`config.mk`:
```
export PLATFORM = sky130hd
export DESIGN_NAME = trace_capture
export DESIGN_NICKNAME = d
export VERILOG_FILES = /design/src/rtl/trace_capture_pkg.sv /design/src/rtl/trace_classify.sv /design/src/rtl/trace_capture.sv
export SDC_FILE = /design/constraint.sdc
export NUM_CORES = 1
export LEC_CHECK = 0
export ABC_AREA = 1
export BUFFER_PORTS_ARGS = -buffer_cell sky130_fd_sc_hd__buf_2
export CORE_MARGIN = 2
export CORE_UTILIZATION = 50
export CTS_CLUSTER_DIAMETER = 30
export DETAILED_ROUTE_END_ITERATION = 12
export HOLD_SLACK_MARGIN = 0.02
export PLACE_DENSITY = 0.67
export RECOVER_POWER = 100
export SLEW_MARGIN = 20
export SYNTH_ARGS = -nofsm -noshare
export SYNTH_HDL_FRONTEND = slang
export SYNTH_HIERARCHICAL = 1
export SYNTH_SLANG_ARGS = --single-unit
```
`constraint.sdc`:
```
create_clock -name clk_i -period 6.5 [get_ports clk_i]
set_clock_uncertainty 0.1 [all_clocks]
set_input_delay 0.65 -clock clk_i [delete_from_list [all_inputs] [get_ports clk_i]]
set_output_delay 0.65 -clock clk_i [all_outputs]
set_load 0.05 [all_outputs]
```
`src/rtl/trace_capture_pkg.sv`:
```
// Shared class codes, FSM states and trace entry layout for the trace capture block.
package trace_capture_pkg;

  typedef enum logic [2:0] {
    ClsAlu    = 3'd0,
    ClsBranch = 3'd1,
    ClsJump   = 3'd2,
    ClsLoad   = 3'd3,
    ClsStore  = 3'd4,
    ClsSystem = 3'd5,
    ClsMulDiv = 3'd6,
    ClsOther  = 3'd7
  } trace_class_e;

  typedef enum logic [1:0] {
    StIdle  = 2'd0,
    StArmed = 2'd1,
    StPost  = 2'd2,
    StDone  = 2'd3
  } trace_state_e;

  localparam logic [6:0] OpcOp     = 7'b0110011;
  localparam logic [6:0] OpcOpImm  = 7'b0010011;
  localparam logic [6:0] OpcLui    = 7'b0110111;
  localparam logic [6:0] OpcAuipc  = 7'b0010111;
  localparam logic [6:0] OpcBranch = 7'b1100011;
  localparam logic [6:0] OpcJal    = 7'b1101111;
  localparam logic [6:0] OpcJalr   = 7'b1100111;
  localparam logic [6:0] OpcLoad   = 7'b0000011;
  localparam logic [6:0] OpcStore  = 7'b0100011;
  localparam logic [6:0] OpcSystem = 7'b1110011;

  localparam logic [6:0] Funct7MulDiv = 7'b0000001;

  // 67-bit readout word: {class, pc, opcode}
  typedef struct packed {
    trace_class_e cls;
    logic [31:0]  pc;
    logic [31:0]  opcode;
  } trace_entry_t;

endpackage

```
`src/rtl/trace_classify.sv`:
```
// Combinational instruction classifier: maps a retired RV32 instruction word to a trace class.
module trace_classify
  import trace_capture_pkg::*;
(
  input  logic [31:0]  opcode_i,
  output trace_class_e class_o
);

  logic unused_opcode_bits;
  assign unused_opcode_bits = ^opcode_i[24:7];

  always_comb begin
    class_o = ClsOther;
    case (opcode_i[6:0])
      OpcOp:                       class_o = (opcode_i[31:25] == Funct7MulDiv) ? ClsMulDiv
                                                                               : ClsAlu;
      OpcOpImm, OpcLui, OpcAuipc:  class_o = ClsAlu;
      OpcBranch:                   class_o = ClsBranch;
      OpcJal, OpcJalr:             class_o = ClsJump;
      OpcLoad:                     class_o = ClsLoad;
      OpcStore:                    class_o = ClsStore;
      OpcSystem:                   class_o = ClsSystem;
      default:                     class_o = ClsOther;
    endcase
  end

endmodule

```
`src/rtl/trace_capture.sv`:
```
// Retired-instruction trace buffer with PC trigger, post-trigger window, class filter and
// FIFO-order readout once capture is done.
module trace_capture
  import trace_capture_pkg::*;
#(
  parameter int unsigned DEPTH        = 16,
  parameter int unsigned POST_TRIGGER = 8,
  parameter logic [7:0]  CLASS_FILTER = 8'hFF,
  localparam int unsigned AW          = $clog2(DEPTH),
  localparam int unsigned CW          = AW + 1
) (
  input  logic          clk_i,
  input  logic          rst_i,
  input  logic          valid_i,
  input  logic [31:0]   pc_i,
  input  logic [31:0]   opcode_i,
  input  logic          arm_i,
  input  logic          stop_i,
  input  logic          trig_en_i,
  input  logic [31:0]   trig_pc_i,
  output logic          rd_valid_o,
  input  logic          rd_ready_i,
  output logic [66:0]   rd_data_o,
  output logic [1:0]    state_o,
  output logic [CW-1:0] count_o,
  output logic          triggered_o,
  output logic          overflow_o
);

  trace_state_e  state_q;
  logic [AW-1:0] wr_ptr_q;
  logic [CW-1:0] count_q;
  logic [CW-1:0] post_q;
  logic          triggered_q;
  logic          overflow_q;
  trace_entry_t  mem_q [DEPTH];

  trace_class_e  cls;
  logic          trig_hit;
  logic          capture;
  logic          full;
  logic          pop;

  trace_classify u_classify (
    .opcode_i (opcode_i),
    .class_o  (cls)
  );

  assign trig_hit = (state_q == StArmed) && trig_en_i && valid_i && (pc_i == trig_pc_i);
  // arm_i wipes the buffer this edge, so a concurrent capture must not land in it
  assign capture  = ((state_q == StArmed) || (state_q == StPost)) && valid_i && !arm_i &&
                    (CLASS_FILTER[cls] || trig_hit);
  assign full     = (count_q == CW'(DEPTH));
  assign pop      = rd_valid_o && rd_ready_i;

  // Storage is intentionally not reset
  always_ff @(posedge clk_i) begin
    if (capture) begin
      mem_q[wr_ptr_q] <= '{cls: cls, pc: pc_i, opcode: opcode_i};
    end
  end

  always_ff @(posedge clk_i) begin
    if (rst_i) begin
      state_q     <= StIdle;
      wr_ptr_q    <= '0;
      count_q     <= '0;
      post_q      <= '0;
      triggered_q <= 1'b0;
      overflow_q  <= 1'b0;
    end else if (arm_i) begin
      state_q     <= StArmed;
      wr_ptr_q    <= '0;
      count_q     <= '0;
      post_q      <= '0;
      triggered_q <= 1'b0;
      overflow_q  <= 1'b0;
    end else begin
      if (capture) begin
        wr_ptr_q <= wr_ptr_q + 1'b1;
        if (full) begin
          overflow_q <= 1'b1;
        end else begin
          count_q <= count_q + 1'b1;
        end
      end
      unique case (state_q)
        StIdle: begin
        end
        StArmed: begin
          if (stop_i) begin
            state_q <= StDone;
          end else if (trig_hit) begin
            triggered_q <= 1'b1;
            post_q      <= CW'(POST_TRIGGER);
            state_q     <= (POST_TRIGGER == 0) ? StDone : StPost;
          end
        end
        StPost: begin
          if (stop_i) begin
            state_q <= StDone;
          end else if (capture) begin
            post_q <= post_q - 1'b1;
            if (post_q == CW'(1)) begin
              state_q <= StDone;
            end
          end
        end
        StDone: begin
          if (pop) begin
            count_q <= count_q - 1'b1;
          end
        end
      endcase
    end
  end

  assign rd_valid_o  = (state_q == StDone) && (count_q != '0);
  // Oldest entry sits count slots behind the write pointer; a full count aliases to wr_ptr
  assign rd_data_o   = mem_q[wr_ptr_q - count_q[AW-1:0]];
  assign state_o     = state_q;
  assign count_o     = count_q;
  assign triggered_o = triggered_q;
  assign overflow_o  = overflow_q;

endmodule

```
# Word level (Yosys, flattened, before mapping)
# Memory sizes are Yosys's and may differ from the RTL's.
# Index checks and enable logic that the tools add are counted.
dict set report totals {
  memories 2
  rom_bits 8
  output_inout_bits 77
  in_bits 103
  mem_bits_rw 1072
  word_cells 86
  register_bits 18
}
dict set report op_classes {
  n_mux 21
  addsub 5
  n_eq_ne 27
  bitwise_logic 1
  order_cmp 1
  reduce_logical 22
}
# memory depth word_bits read_ports rd_ports_with_merged_regs wr line
set mem_list {}
lappend mem_list {mem_q 16 67 1 0 1 trace_capture.sv:36} ;# trace_entry_t mem_q [DEPTH];
lappend mem_list {{(no name shown)} 8 1 1 0 0 trace_capture.sv:52} ;# (CLASS_FILTER[cls] || trig_hit);
# op n
set op_table {}
lappend op_table {{$mux W5} 8}
lappend op_table {{$eq A32 B32 Y1} 1}
lappend op_table {{$eq A7 B7 Y1 const B} 4}
lappend op_table {{$eq A7 B6 Y1 const B} 3}
lappend op_table {{$pmux W3 S7} 1}
lappend op_table {{$eq A7 B5 Y1 const B} 2}
lappend op_table {{$mux W2} 5}
lappend op_table {{$pmux W5 S2} 1}
lappend op_table {{$sub A5 B1 Y5 const B} 2}
lappend op_table {{$logic_and A1 B1 Y1} 8}
lappend op_table {{$ne A2 B2 Y1 const B} 4}
lappend op_table {{$ne A4 B4 Y1 const B} 2}
lappend op_table {{$reduce_and A4 Y1} 2}
lappend op_table {{$eq A7 B1 Y1 const B} 1}
lappend op_table {{$eq A7 B2 Y1 const B} 1}
lappend op_table {{$ne A3 B3 Y1 const B} 2}
lappend op_table {{$add A5 B1 Y5 const B} 1}
lappend op_table {{$eq A5 B1 Y1 const B} 1}
lappend op_table {{$eq A5 B5 Y1 const B} 1}
lappend op_table {{$reduce_and A5 Y1} 1}
lappend op_table {{$reduce_bool A5 Y1} 1}
lappend op_table {{$add A4 B1 Y4 const B} 1}
lappend op_table {{$eq A2 B2 Y1 const B} 2}
lappend op_table {{$lt A3 B4 Y1 const B} 1}
lappend op_table {{other kinds (16)} 21}

# Logic depth before layout (Yosys ltp)
dict set report depth {
  ltp_word 11
  depth_mapped 14
  mapped_depth_nobuf 14
}

# Hierarchy
# Netlist, hierarchy kept.
# module cells_per_inst area_each_um2 seq_area_each_um2 instances
set modules_own_cells {}
lappend modules_own_cells {trace_capture 3149 44084.8 32551.2 1}
lappend modules_own_cells {trace_classify 47 236.5 0.0 1}

# Worst setup path after synthesis
# OpenSTA, ideal clock, no wires.
dict set report synth_timing {
  kind {flip-flop to flip-flop}
  from {register state_q[0], in the netlist state_o[0]}
  to {memory mem_q[11][0] in the netlist's numbering (enable)}
  period_less_slack_ps 5079
  slack_ps 1421
  arrival_ps 4487
  n_path_buf 1
  required_time_ps 5908
  stages_incl_launch_ff 7
  path_cell_list {dfxtp_1 -> inv_1 -> ha_1 -> nor3_1 -> buf_2 -> nand2_1 -> nor2_1}
}
dict set report synth_between {
  elab_chain_len 8
  elab_cells_between_ends 12
  classes_between {eq/ne (2); mux (2); reduce/logical (8)}
}
# element line
set synth_rtl {}
lappend synth_rtl {{from (decl)} trace_capture.sv:30} ;# trace_state_e state_q;
lappend synth_rtl {{from (signal assigned)} trace_capture.sv:65} ;# state_q <= StIdle;
lappend synth_rtl {{from (signal assigned)} trace_capture.sv:72} ;# state_q <= StArmed;
lappend synth_rtl {{from (signal assigned)} trace_capture.sv:92} ;# state_q <= StDone;
lappend synth_rtl {{$eq A2 B1 Y1} {trace_capture.sv:49, trace_capture.sv:51}}
lappend synth_rtl {{$logic_and A1 B1 Y1 (3 in a row)} trace_capture.sv:49} ;# assign trig_hit = (state_q == StArmed) && trig_en_i && valid_i && (pc_i == trig_pc_i);
lappend synth_rtl {{$logic_or A1 B1 Y1} trace_capture.sv:52}
lappend synth_rtl {{$logic_and A1 B1 Y1 *} trace_capture.sv:51} ;# assign capture = ((state_q == StArmed) || (state_q == StPost)) && valid_i && !arm_i &&
lappend synth_rtl {{$mux W1 *} trace_capture.sv:58} ;# if (capture) begin
lappend synth_rtl {{$mux W1 (implied by the code) *} trace_capture.sv:59} ;# mem_q[wr_ptr_q] <= '{cls: cls, pc: pc_i, opcode: opcode_i};
lappend synth_rtl {{to (decl)} trace_capture.sv:36}
# Mark *: on every way between the ends. The rest lies on a longest branch, timed or not.

# Final worst setup path
dict set report layout_timing {
  from {register wr_ptr_q[0]}
  to {output port rd_data_o[4]}
}
dict set report layout_between {
  elab_chain_len 2
}
# element line
set layout_rtl {}
lappend layout_rtl {{from (decl)} trace_capture.sv:31} ;# logic [AW-1:0] wr_ptr_q;
lappend layout_rtl {{from (signal assigned)} trace_capture.sv:80} ;# wr_ptr_q <= wr_ptr_q + 1'b1;
lappend layout_rtl {{$sub A4 B4 Y4} trace_capture.sv:120} ;# assign rd_data_o = mem_q[wr_ptr_q - count_q[AW-1:0]];
lappend layout_rtl {{$mem_v2 Z16 W67} --}
lappend layout_rtl {{to (decl)} trace_capture.sv:23} ;# output logic [66:0] rd_data_o,
# Every way passes these cells.

==> impl_results.md <==
* Outcome: finished with violations
* Failing checks: max-capacitance violations, max-slew violations
* Cts bufs inserted at 187
* Worst-path maximum fanout at 169
* Post-Synth Simple-Gate Area at 0.0290
* Arrival time worst endpoint at 4.95 ns
* Worst vdd ir at 264 µV
* Cell taking the most area after synthesis: edfxtp_1
* Post-route ant nets at 0
* Final Cycle Share at 0.878
* Global-route wire length before repair at 157000 µm
* # hold bufs at CTS at 1
* Yosys top cell area share at 0.726
* Final min period at 5.70 ns
* Most common cell after layout, fill and taps aside: edfxtp_1
* Total gr overflow at 0
* Die span in x at 302 µm
* Dpl cells at 4400
* RSZ-0062 raised after global routing: false
* Sw frac at 0.227
* All-layer global routing usage at 0.231
* Compound-Gate Fraction of Synth Area at 0.119
* Largest net degree at the start of global routing at 173
* CP endpoint kind: output pin
* Setup TNS at 0 ns
* Distinct cells, synth at 34
* Number of remaining DRC errors at 0
* Most frequent cells in the layout: edfxtp_1 (1072), o21ai_0 (406), a21oi_1 (354)
* Fraction of synthesized area in multiplexers at 0.0605
* Seq pwr share at 0.409
* Worst slack, placed at 2.16 ns
* Insertion delay to the later sink of the worst-skew pair at 0.75 ns
* Final cell count without fillers at 4752
* Reg clk slew, reported paths at 0.05 ns
* DRT iter0 DRCs at 2359
* Min-delay worst type: primary input to register
* Core ar. at 88100 µm²
* Buffer count from post-CTS setup fixing at 0
* Synthesized area at 44300 µm²
* Initial core utilization at 0.503
* Startpoint Class: register
* Pwr Total at 19.0 mW
* Area grow syn2layout at 19.4%
* IO Count at 180
* Sw Pwr at 4.31 mW
* Vias per inst at 5.60
* Syn_area_per_cell at 13.9 µm²
* Post-Synth Adder-Cell Area at 0.00469
* Final setup vio count at 0
* Rel. slew slack at -1.49
* Synth warn at 6
* Vias in the first global route at 25.9k
* Initial antenna violation count at 1
* Max-slew violations at 714
* Sequential-to-total area share from yosys stat at 0.734
* Fraction of layout cells with a size suffix above 1 at 0.113
* Post-Synthesis Cells at 3196
* Final Hold Viols at 0
* DRT Pass-1 Iters at 5
* CTS Buffer Depth at 3
* LEAKAGE at 19.8 nW
* Resized cells post-CTS at 0
* CP Class: register to output pin
* Comb power frac at 0.059
* CTS root buffer: clkbuf_16
* DPL Wire Length at 50200 µm
* Synth Area in XOR/XNOR at 0.00726
* Die area at 91000 µm²
* Wirelength, routed at 105000 µm
* CTS tree: yes
* Slew @ Worst Pin at 3.74 ns
* Total Nets Final at 3545
* Std-Cell Rows at 109
* Final Wtd Congestion at 0.755
* Number of H-tree levels at 4
* Layout Utilization at 0.601
* Die Height at 302 µm
* Combinational family with the most area after synthesis: compound AO/OA/AOI/OAI gates
* Worst Path Required at 5.75 ns
* WL per Instance at 22.1 µm
* Syn nets at 3315
* Worst setup margin at 0.795 ns
* MaxCap Viol Count at 25
* Port bufs at 179
* #FFs+latches synth at 1090
* Ranking of synthesized cells by area: edfxtp_1 (73%), mux2i_1 (6.1%), o21ai_0 (4.6%), a21oi_1 (4.0%), inv_1 (2.6%)
* Pwr/cell area at 359 nW/µm²
* Internal power at 14.7 mW
* CTS sink cnt at 1090
* Clock power share at 0.532
* Fmax at 175 MHz
* Vias at 26.6k
metal layers:
layer	up-vias	wire (µm)	global-route usage
li1	12400	-	-
met1	13200	45000	0.321
met2	935	50700	0.375
met3	165	6990	0.0394
met4	0	2070	0.0726
met5	-	0	0
worst max-delay path, stage by stage, from the launching register on:
cell and delay, ns:
dfxtp_1 0.35, inv_1 0.13, ha_4 0.19, fa_1 1.17, inv_8 0.58, buf_12 0.42
o21ai_0 0.26, nand2_1 0.08, a31oi_1 0.32, clkbuf_1 0.51
cells in the mapped netlist, drive strengths merged:
| cell | count |
|---|---|
| nand2 | 210 |
| a21oi | 354 |
| a31oi | 69 |
| fa | 1 |
| dfxtp | 18 |
| xor2 | 15 |
| edfxtp | 1072 |
| nor2 | 66 |
| or2 | 1 |
| o21ai | 407 |
| nor4 | 1 |
| inv | 314 |
| buf | 79 |
| clkbuf | 113 |
| nand3 | 24 |
| clkinv | 1 |
| mux2i | 268 |
| xnor2 | 20 |
| nand4 | 6 |
| o21a | 1 |
| o211ai | 134 |
| ha | 15 |
| nor3 | 7 |
registers in the layout, indices dropped and copies added (netlist names):
register / cells
mem_q: 1072
triggered_o: 1
state_o: 2
count_o: 5
overflow_o: 1
post_q: 5
wr_ptr_q: 4
power by group through the flow:
stage          Clock (mW)  Combinational, mW  Sequential (mW)
2_1_floorplan           0              0.761             7.91
3_3_place_gp            0               1.14             7.90
3_5_place_dp            0               1.15             7.90
4_1_cts              10.2               1.16             7.77
5_1_grt              10.6               1.22             7.77
6_report             10.1               1.12             7.77
kinds of logic (layout without fill, tap and decap cells):
group,count (synthesis),in the layout
flops,1090,1090
compound gates,965,965
buf+inv,507,897
simple gates,315,315
mux,268,268
xor+xnor,35,35
fa+ha+maj,16,16
other cells,0,1
cell type report:
cell class,instances,area [µm²]
diodes,1,2.50
clock buffers,213,4800
clock inverters,136,1830
fillers,6662,35200
inverters,315,1190
multi-input cells,1599,9800
flip-flops and latches,1090,32600
well taps,1165,1460
repair buffers,233,1270
path summary, 6_finish.rpt:
kind,to,slack (ns),depth (start not counted),startpoint
max,rd_data_o[4],0.80,9,wr_ptr_q[0]
max reg2reg,mem_q[4][42],1.06,7,state_o[0]
min,triggered_o,0.19,3,stop_i
min reg2reg,triggered_o,0.37,1,triggered_o
through the flow:
stage	hold slack, ns	instance area, µm²
final	0.190	52900
after global routing	0.184	52900
after CTS	0.124	53300
after detailed placement	0.355	46700
after global placement	0.351	46600
after floorplan	0.354	44300
Power figures use the tool's default switching activity.
